**config.mk**
```make
export PLATFORM = sky130hd
export DESIGN_NAME = pifo_arbiter
export DESIGN_NICKNAME = d
export VERILOG_FILES = /design/src/rtl/pifo_arbiter_pkg.sv /design/src/rtl/pifo_arbiter_rr_arbiter.sv /design/src/rtl/pifo_arbiter.sv
export SDC_FILE = /design/constraint.sdc
export NUM_CORES = 1
export LEC_CHECK = 0
export ABC_CLOCK_PERIOD_IN_PS = 5400
export CORE_ASPECT_RATIO = 1.4
export CORE_MARGIN = 4
export CORE_UTILIZATION = 45
export CTS_BUF_LIST = sky130_fd_sc_hd__clkbuf_16
export DETAILED_ROUTE_END_ITERATION = 8
export HOLD_SLACK_MARGIN = 0.02
export PLACE_DENSITY = 0.83
export SLEW_MARGIN = 20
export SYNTH_ARGS = -nofsm -noshare
export SYNTH_HDL_FRONTEND = slang
export SYNTH_SLANG_ARGS = --single-unit
```
**constraint.sdc**
```tcl
create_clock -name clk -period 5.4 [get_ports clk]
set_clock_uncertainty 0.2 [all_clocks]
set_input_delay 0.54 -clock clk [delete_from_list [all_inputs] [get_ports clk]]
set_output_delay 0.54 -clock clk [all_outputs]
set_load 0.1 [all_outputs]
```
**src/rtl/pifo_arbiter_pkg.sv**
```systemverilog
// Shared PIFO definitions: default rank/meta widths, packed entry width and insert FSM states.
package pifo_arbiter_pkg;

    localparam int PIFO_RANK_WIDTH = 10;
    localparam int PIFO_META_WIDTH = 20;

    typedef enum logic {
        INS_EMPTY = 1'b0,
        INS_HELD  = 1'b1
    } ins_state_e;

    // A packed entry is {rank, meta}, rank in the upper bits.
    function automatic int entry_width(input int rank_w, input int meta_w);
        return rank_w + meta_w;
    endfunction

    function automatic int ptr_width(input int n);
        return (n > 1) ? $clog2(n) : 1;
    endfunction

endpackage

```
**src/rtl/pifo_arbiter_rr_arbiter.sv**
```systemverilog
// Round-robin grant: first requester at or after ptr, searching upward with wrap.
module rr_arbiter
    import pifo_arbiter_pkg::*;
#(
    parameter  int N  = 4,
    localparam int PW = ptr_width(N)
) (
    input  logic [N-1:0]  req,
    input  logic [PW-1:0] ptr,
    output logic [N-1:0]  grant,
    output logic [PW-1:0] idx
);

    logic found;

    // NOTE: every output gets a default before the search so no latch is inferred.
    always_comb begin
        grant = '0;
        idx   = '0;
        found = 1'b0;
        for (int i = 0; i < N; i++) begin
            if (!found && req[(int'(ptr) + i) % N]) begin
                grant[(int'(ptr) + i) % N] = 1'b1;
                idx   = PW'((int'(ptr) + i) % N);
                found = 1'b1;
            end
        end
    end

endmodule

```
**src/rtl/pifo_arbiter.sv**
```systemverilog
// Multi-port ingress arbiter in front of pifo_top, with a 2-entry egress FIFO and occupancy counter.
module pifo_arbiter
    import pifo_arbiter_pkg::*;
#(
    parameter int NUM_PORTS  = 4,
    parameter int RANK_WIDTH = PIFO_RANK_WIDTH,
    parameter int META_WIDTH = PIFO_META_WIDTH,
    parameter int CNT_WIDTH  = 16
) (
    input  logic                            clk,
    input  logic                            rst,
    input  logic [NUM_PORTS-1:0]            in_valid,
    output logic [NUM_PORTS-1:0]            in_ready,
    input  logic [NUM_PORTS*RANK_WIDTH-1:0] in_rank,
    input  logic [NUM_PORTS*META_WIDTH-1:0] in_meta,
    output logic                            pifo_insert,
    output logic [RANK_WIDTH-1:0]           pifo_rank_in,
    output logic [META_WIDTH-1:0]           pifo_meta_in,
    input  logic                            pifo_busy,
    input  logic                            pifo_full,
    output logic                            pifo_remove,
    input  logic                            pifo_valid_out,
    input  logic [RANK_WIDTH-1:0]           pifo_rank_out,
    input  logic [META_WIDTH-1:0]           pifo_meta_out,
    output logic                            out_valid,
    input  logic                            out_ready,
    output logic [RANK_WIDTH-1:0]           out_rank,
    output logic [META_WIDTH-1:0]           out_meta,
    output logic [CNT_WIDTH-1:0]            occupancy
);

    localparam int PW = ptr_width(NUM_PORTS);
    localparam int EW = entry_width(RANK_WIDTH, META_WIDTH);

    ins_state_e           state_q, state_d;
    logic [PW-1:0]        rr_ptr_q, rr_ptr_d;
    logic [EW-1:0]        hold_q, hold_d;
    logic [NUM_PORTS-1:0] grant;
    logic [PW-1:0]        grant_idx;
    logic                 issue;
    logic                 transfer;

    rr_arbiter #(.N(NUM_PORTS)) u_rr (
        .req   (in_valid),
        .ptr   (rr_ptr_q),
        .grant (grant),
        .idx   (grant_idx)
    );

    always_comb begin
        state_d  = state_q;
        rr_ptr_d = rr_ptr_q;
        hold_d   = hold_q;
        issue    = ~rst & (state_q == INS_HELD) & ~pifo_busy & ~pifo_full;
        // The register can take a new entry when free or when it is emptying this cycle.
        in_ready = (~rst & ((state_q == INS_EMPTY) | issue)) ? grant : '0;
        transfer = |in_ready;
        if (transfer) begin
            state_d  = INS_HELD;
            hold_d   = {in_rank[grant_idx*RANK_WIDTH +: RANK_WIDTH],
                        in_meta[grant_idx*META_WIDTH +: META_WIDTH]};
            rr_ptr_d = (grant_idx == PW'(NUM_PORTS - 1)) ? '0 : grant_idx + 1'b1;
        end else if (issue) begin
            state_d = INS_EMPTY;
        end
    end

    // NOTE: sequential state uses non-blocking assignments so all registers update together.
    always_ff @(posedge clk) begin
        if (rst) begin
            state_q  <= INS_EMPTY;
            rr_ptr_q <= '0;
        end else begin
            state_q  <= state_d;
            rr_ptr_q <= rr_ptr_d;
        end
    end

    // NOTE: data registers carry no reset; the state/count qualifiers say when they are meaningful.
    always_ff @(posedge clk) begin
        hold_q <= hold_d;
    end

    assign pifo_insert  = issue;
    assign pifo_rank_in = hold_q[EW-1 -: RANK_WIDTH];
    assign pifo_meta_in = hold_q[META_WIDTH-1:0];

    logic [EW-1:0] fifo_q [2];
    logic          rd_ptr_q, wr_ptr_q;
    logic [1:0]    fifo_cnt_q;
    logic [1:0]    fifo_commit;
    logic          remove_pending_q;
    logic          fifo_pop;

    // Count an in-flight removal so the FIFO can never be over-committed.
    assign fifo_commit = fifo_cnt_q + {1'b0, remove_pending_q};
    assign pifo_remove = ~rst & pifo_valid_out & (fifo_commit < 2'd2);
    assign out_valid   = ~rst & (fifo_cnt_q != 2'd0);
    assign fifo_pop    = out_valid & out_ready;
    assign out_rank    = fifo_q[rd_ptr_q][EW-1 -: RANK_WIDTH];
    assign out_meta    = fifo_q[rd_ptr_q][META_WIDTH-1:0];

    always_ff @(posedge clk) begin
        if (pifo_remove) begin
            fifo_q[wr_ptr_q] <= {pifo_rank_out, pifo_meta_out};
        end
    end

    always_ff @(posedge clk) begin
        if (rst) begin
            rd_ptr_q         <= 1'b0;
            wr_ptr_q         <= 1'b0;
            fifo_cnt_q       <= 2'd0;
            remove_pending_q <= 1'b0;
        end else begin
            remove_pending_q <= pifo_remove;
            if (pifo_remove) wr_ptr_q <= ~wr_ptr_q;
            if (fifo_pop)    rd_ptr_q <= ~rd_ptr_q;
            case ({pifo_remove, fifo_pop})
                2'b10:   fifo_cnt_q <= fifo_cnt_q + 2'd1;
                2'b01:   fifo_cnt_q <= fifo_cnt_q - 2'd1;
                default: fifo_cnt_q <= fifo_cnt_q;
            endcase
        end
    end

    logic [CNT_WIDTH-1:0] occ_q;

    always_ff @(posedge clk) begin
        if (rst) begin
            occ_q <= '0;
        end else if (pifo_insert && !pifo_remove && occ_q != '1) begin
            occ_q <= occ_q + 1'b1;
        end else if (pifo_remove && !pifo_insert && occ_q != '0) begin
            occ_q <= occ_q - 1'b1;
        end
    end

    assign occupancy = occ_q;

endmodule

```
**Yosys cells after proc, flatten, opt, wreduce, memory -nomap -nowiden**

Memory sizes are Yosys's and may differ from the RTL's. A register that Yosys moved wholly into a read port is not among the register bits.
Cells that the tools add are included.

- Multiplexer cells: 41
- Reduce and logical (&&, ||, !) cells: 25
- Bitwise operators: 21
- Multipliers: 2
- Divide/modulo/power cells: 0
- Shift operators: 2
- $lt $le $gt $ge: 9
- $add $sub $neg: 9
- Eq/ne operators: 4

Operator list:

| cell | number |
|---|---|
| $shiftx A80 B8 Y20 | 1 |
| $shiftx A40 B7 Y10 | 1 |
| $mux W16 | 2 |
| $mux W1 | 20 |
| $mux W4 | 5 |
| $add A16 B1 Y16 const B | 1 |
| $ne A16 B16 Y1 const B | 1 |
| $reduce_bool A16 Y1 | 1 |
| $sub A16 B1 Y16 const B | 1 |
| $lt A3 B4 Y1 const B | 3 |
| $or A4 B4 Y4 | 3 |
| $logic_and A1 B1 Y1 | 11 |
| $mul A2 B3 Y5 const B | 2 |
| $mux W2 | 5 |
| $ge A3 B1 Y1 const B | 3 |
| $and A1 B1 Y1 | 8 |
| $bmux W1 S2 | 4 |
| $demux W1 S2 | 4 |
| $reduce_bool A2 Y1 | 4 |
| $add A2 B1 Y2 const B | 3 |
| $not A1 Y1 | 6 |
| $reduce_or A2 Y1 | 3 |
| $logic_not A1 Y1 | 5 |
| $add A2 B2 Y2 const B | 2 |
| 11 further kinds | 14 |

- Memory bits (read-only): 0
- RAM bits: 60
- Latch bits: 0
- Input bits: 160
- Memories: 1
- Output and inout bits: 83
- Logic and storage cells: 122
- Register bits: 54

Memories:

| name | depth | bits a word | rd ports | clocked after memory_dff | wr ports | RTL line | RTL |
|---|---|---|---|---|---|---|---|
| fifo_q | 2 | 30 | 1 | 1 | 1 | pifo_arbiter.sv:88 | `logic [EW-1:0] fifo_q [2];` |

**Logic depth before layout (Yosys ltp)**

- Depth in word-level cells: 17
- Depth in mapped cells: 13
- Depth with buffers taken out: 12

**Hierarchy**

Synthesis repeated with hierarchy kept, for this count alone.

- Cell total of the unflattened synthesis: 432
- Area total of the unflattened synthesis: 5983.2 um^2

Modules (own cells, without submodules):

| module | area an instance (um^2) | times used | seq. area each (um^2) | cells each |
|---|---|---|---|---|
| pifo_arbiter | 5564.1 | 1 | 3203.1 | 386 |
| rr_arbiter | 419.2 | 1 | 0.0 | 46 |

**Worst setup path after synthesis**

OpenSTA, ideal clock, no wires.

- Path kind: input -> register
- Start: input rst
- End: register occ_q[12], in the netlist occupancy[12]
- Setup time: 71 ps
- Required time: 5129 ps
- Buffers on the path: 1
- Stages: 12
- Arrival time: 4734 ps
- Path slack: 396 ps
- Cell sequence: buf_2 -> nand2b_1 -> a21oi_1 -> or3_1 -> ha_1 -> nor2b_1 -> o31a_1 -> o2111ai_1 -> nand3_1 -> and3_1 -> or3_1 -> a21oi_1

- Elaborated cells on any way between the ends: 14
- Those cells by class: mux (1); bitwise (6); reduce/logical (7)

RTL lines:

| what | RTL line | RTL |
|---|---|---|
| start: declaration | pifo_arbiter.sv:11 | `input logic rst,` |
| $not A1 Y1 * | pifo_arbiter.sv:97 | `assign pifo_remove = ~rst & pifo_valid_out & (fifo_commit < 2'd2);` |
| $and A1 B1 Y1 * (2 in a row) | pifo_arbiter.sv:97 |  |
| net pifo_remove | pifo_arbiter.sv:21 | `output logic pifo_remove,` |
| $logic_not A1 Y1 | pifo_arbiter.sv:132 | `end else if (pifo_insert && !pifo_remove && occ_q != '1) begin` |
| $logic_and A1 B1 Y1 (2 in a row) | pifo_arbiter.sv:132 |  |
| $mux W16 / $reduce_bool A2 Y1 (equally long branches) | -- |  |
| end signal: assignment | pifo_arbiter.sv:133 | `occ_q <= occ_q + 1'b1;` |
| end signal: assignment | pifo_arbiter.sv:135 | `occ_q <= occ_q - 1'b1;` |
| end: declaration | pifo_arbiter.sv:127 | `logic [CNT_WIDTH-1:0] occ_q;` |

The timed path passes the listed nets; every way through them passes the cells marked *.
A chain may end at the register's enable or synchronous reset.

==> results_tabular.tex <==
\begin{tabular}{lr}
\hline
Metric & Value \\
\hline
\multicolumn{2}{l}{\textbf{Critical path}} \\
\quad Endpoint of the lowest-slack register-to-register path & hold\_q[10] \\
\quad Crit Path Category & register to output pin \\
\quad Cell with the largest stage delay on the worst path & dfxtp\_1 \\
\quad Register-to-Register Path Depth & 8 \\
\quad Launching element type of the critical path & register \\
\quad Internal reg-to-reg setup slack & 1150 ps \\
\quad Arrival time at the worst endpoint & 3720 ps \\
\quad Worst Setup EP & in\_ready[0] \\
\quad Max incr delay on CP & 740 ps \\
\quad Family with the most delay on the worst path & compound AO/OA/AOI/OAI gates \\
\quad CP Max Fanout & 17 \\
\quad Worst path depth & 7 \\
\quad Data required time of the critical path & 4660 ps \\
\quad Worst Path Buf+Inv & 2 \\
\quad Cell chain of the critical path & inv\_1 -> ha\_1 -> or3b\_1 -> a2111o\_1 -> a21oi\_1 -> a221o\_1 -> buf\_4 \\
\quad Critical path endpoint category & output pin \\
\multicolumn{2}{l}{\textbf{Placement}} \\
\quad Gp weighted congestion & 0.9991 \\
\quad Dpl cells & 861 \\
\quad Setup slack after placement & 621.2 ps \\
\quad Total of buffers placed on input and output ports & 242 \\
\quad Half-perimeter wire length after placement & 14530 um \\
\multicolumn{2}{l}{\textbf{Logic synthesis}} \\
\quad Portion of the post-synthesis area used by sequential elements & 0.5273 \\
\quad Most common library cells after synthesis & 90 x edfxtp\_1, 32 x mux2\_2, 31 x mux4\_2 \\
\quad Synth top area share & 0.4449 \\
\quad Most instantiated library cell after synthesis & edfxtp\_1 \\
\quad Number of register bits inferred by synthesis & 115 \\
\quad Leading area contributor after synthesis & edfxtp\_1 \\
\quad Synth Flop Type & edfxtp\_1 \\
\quad Post-Syn Area & 6075 um2 \\
\quad Syn Area/Cell & 13.53 um2 \\
\quad Number of enable-type register cells in the synthesized netlist & 90 \\
\quad Number of warnings printed during yosys synthesis & 0 \\
\quad Async set or reset register ratio after synthesis & 0 \\
\quad Instance count of the mapped netlist & 449 \\
\quad Post-synthesis net count & 632 \\
\quad Leading cell types by total area after synthesis & edfxtp\_1 44\%, mux4\_2 11\%, dfxtp\_1 8.2\% \\
\quad Distinct cells, synth & 57 \\
\multicolumn{2}{l}{\textbf{Die}} \\
\quad Initial Util & 0.4559 \\
\quad Total die area & 15450 um2 \\
\quad Row cnt & 50 \\
\quad Height of the die & 145.5 um \\
\quad X dimension of the die & 106.2 um \\
\quad Floorplan core area & 13330 um2 \\
\quad I/O pin count & 243 \\
\multicolumn{2}{l}{\textbf{Global route}} \\
\quad Via count of the first global-routing pass & 5169 \\
\quad Maximum number of pins on one net before global-route repair & 35 \\
\quad Total Routing Usage GR & 0.2397 \\
\quad Antenna violations before repair & 1 \\
\quad Global route overflow & 0 \\
\quad First-pass GRT wire length & 28320 um \\
\multicolumn{2}{l}{\textbf{Min path}} \\
\quad Tightest Hold Check Type & register to register \\
\multicolumn{2}{l}{\textbf{STA}} \\
\quad Transition time at the pin with the least slew margin & 1068 ps \\
\quad Final count of pins violating max slew & 0 \\
\quad Number of hold-slack violations in the final timing report & 0 \\
\quad Count of endpoints failing setup in the final report & 0 \\
\quad Maximum achievable frequency & 0.2244 GHz \\
\quad Worst path setup slack after routing & 943.7 ps \\
\quad Part of the cycle the worst path needs & 0.8252 \\
\quad Unrepaired setup endpoints after global routing & false \\
\quad Crit path time final & 4456 ps \\
\quad Sum of negative setup slack & 0 ps \\
\quad Max-slew headroom at the worst pin & 0.2858 \\
\multicolumn{2}{l}{\textbf{Routing}} \\
\quad Remaining antenna violation count & 0 \\
\quad Routed vias/inst & 5.644 \\
\quad Drt drc & 0 \\
\quad First-pass iteration count of the detailed router & 5 \\
\quad Total via count in the routed design & 5046 \\
\quad Aggregate routed wire length & 18570 um \\
\quad Final routed wire length divided by cell count & 20.77 um \\
\quad Drt initial violations & 286 \\
\multicolumn{2}{l}{\textbf{Pwr}} \\
\quad Power density over cell area & 649.5 nW/um2 \\
\quad Worst IR drop on VDD & 0.0005465 V \\
\quad Static Leak & 3.367 nW \\
\multicolumn{2}{l}{\textbf{Job}} \\
\quad Number of max-capacitance violations reported & 0 \\
\multicolumn{2}{l}{\textbf{Clock network}} \\
\quad Total of hold buffers inserted after clock tree synthesis & 0 \\
\quad TritonCTS Buffers & 17 \\
\quad Post-CTS setup buffer count & 0 \\
\quad Clock-pin transition on the worst setup and hold timing paths & 60 ps \\
\quad Post-cts gate resize count & 0 \\
\quad H-tree Lvls & 4 \\
\quad Number of clock sinks seen by CTS & 115 \\
\quad Clock tree from TritonCTS & built \\
\quad Maximum count of clock buffers along a single path & 2 \\
\quad Clock insertion delay at the later pin of the skew report & 400 ps \\
\quad Root buffer cell & clkbuf\_16 \\
\multicolumn{2}{l}{\textbf{Finish}} \\
\quad Number of nets in the final layout & 881 \\
\quad Post-route non-filler standard cell count & 894 \\
\quad Share of layout cells above drive strength 1 & 0.1660 \\
\quad Synth-to-Final Area Change & 52.56\% \\
\multicolumn{2}{l}{\textbf{Status}} \\
\quad Outcome & finished clean \\
\hline
\end{tabular}
-- worst min-delay path, cell delays in order, from the launching register on --
cell and delay, ps:
dfxtp_1 300, o21ai_0 90, a21oi_1 70
-- flip-flops by register name, summed over array words and instances, names as in the netlist, named ones only --
| signal | cells |
|---|---|
| fifo_cnt_q | 2 |
| fifo_q | 60 |
| hold_q | 30 |
| occupancy | 16 |
| rd_ptr_q | 1 |
| remove_pending_q | 1 |
| rr_ptr_q | 1 |
| state_q | 1 |
| wr_ptr_q | 1 |
-- cells in the final DEF, fill, tap and decap left out, types with 14 or more instances in the layout --
cell type	count
clkbuf_16	17
edfxtp_1	90
buf_4	15
nand2_1	14
nand4_1	14
ha_1	22
a21oi_1	22
mux4_2	31
o21ai_0	16
dfxtp_1	25
mux2_2	32
clkdlybuf4s50_1	236
nor2_1	29
-- area by class of cell --
type | count | area [um2]
diodes | 1 | 2.502
clock buffers | 17 | 425.4
clock inverters | 15 | 155.1
fillers | 961 | 4058
inverters | 13 | 48.80
multi-input cells | 300 | 2730
flip-flops and latches | 115 | 3203
well taps | 182 | 227.7
repair buffers | 251 | 2475
-- cell families (layout without fill, tap and decap cells) --
logic type,count (synthesis),in the layout,synth area share
other,0,1,0
and+or+nand+nor,111,111,0.09928
muxes,72,72,0.1891
buffers and inverters,34,296,0.02657
adders and majority gates,23,23,0.04861
AOI/OAI and AO/OA,79,79,0.08754
DFF,115,115,0.5273
xor gates and xnor gates,15,15,0.02163
-- power breakdown --
part           internal, W  switching (W)  total (W)
Combinational      0.00114        0.00240    0.00354
Clock             0.000682       0.000412    0.00109
Sequential         0.00125       0.000138    0.00139
Total              0.00307        0.00295    0.00602
-- worst min-delay path by stage --
stage	depth (start not counted)	from	slack, ps	endpoint
6_report	2	state_q	310	state_q
5_1_grt	2	remove_pending_q	320	remove_pending_q
4_1_cts	2	state_q	310	state_q
3_5_place_dp	2	state_q	300	state_q
3_3_place_gp	2	rd_ptr_q	300	rd_ptr_q
2_1_floorplan	2	state_q	280	state_q
-- per-layer routing --
metal | share of wire | GRT usage | wire (um)
met3 | 0.079 | 0.06347 | 1470
met2 | 0.51 | 0.4134 | 9524
met4 | 0.030 | 0.09721 | 565
met5 | 0 | 0 | 0
met1 | 0.38 | 0.2818 | 7010
-- metrics by stage --
step	instance area (um2)	util	total power, W	hold WS (ps)
3_3_place_gp	8685	0.6517	0.004867	296.9
2_1_floorplan	6075	-	0.004106	280.2
3_5_place_dp	8685	0.6517	0.004930	303.3
6_report	9268	0.6955	0.006020	307.7
4_1_cts	9265	0.6953	0.006045	311.2
5_1_grt	9268	0.6955	0.006278	320.1
No activity file was read; power rests on OpenSTA's default activity.
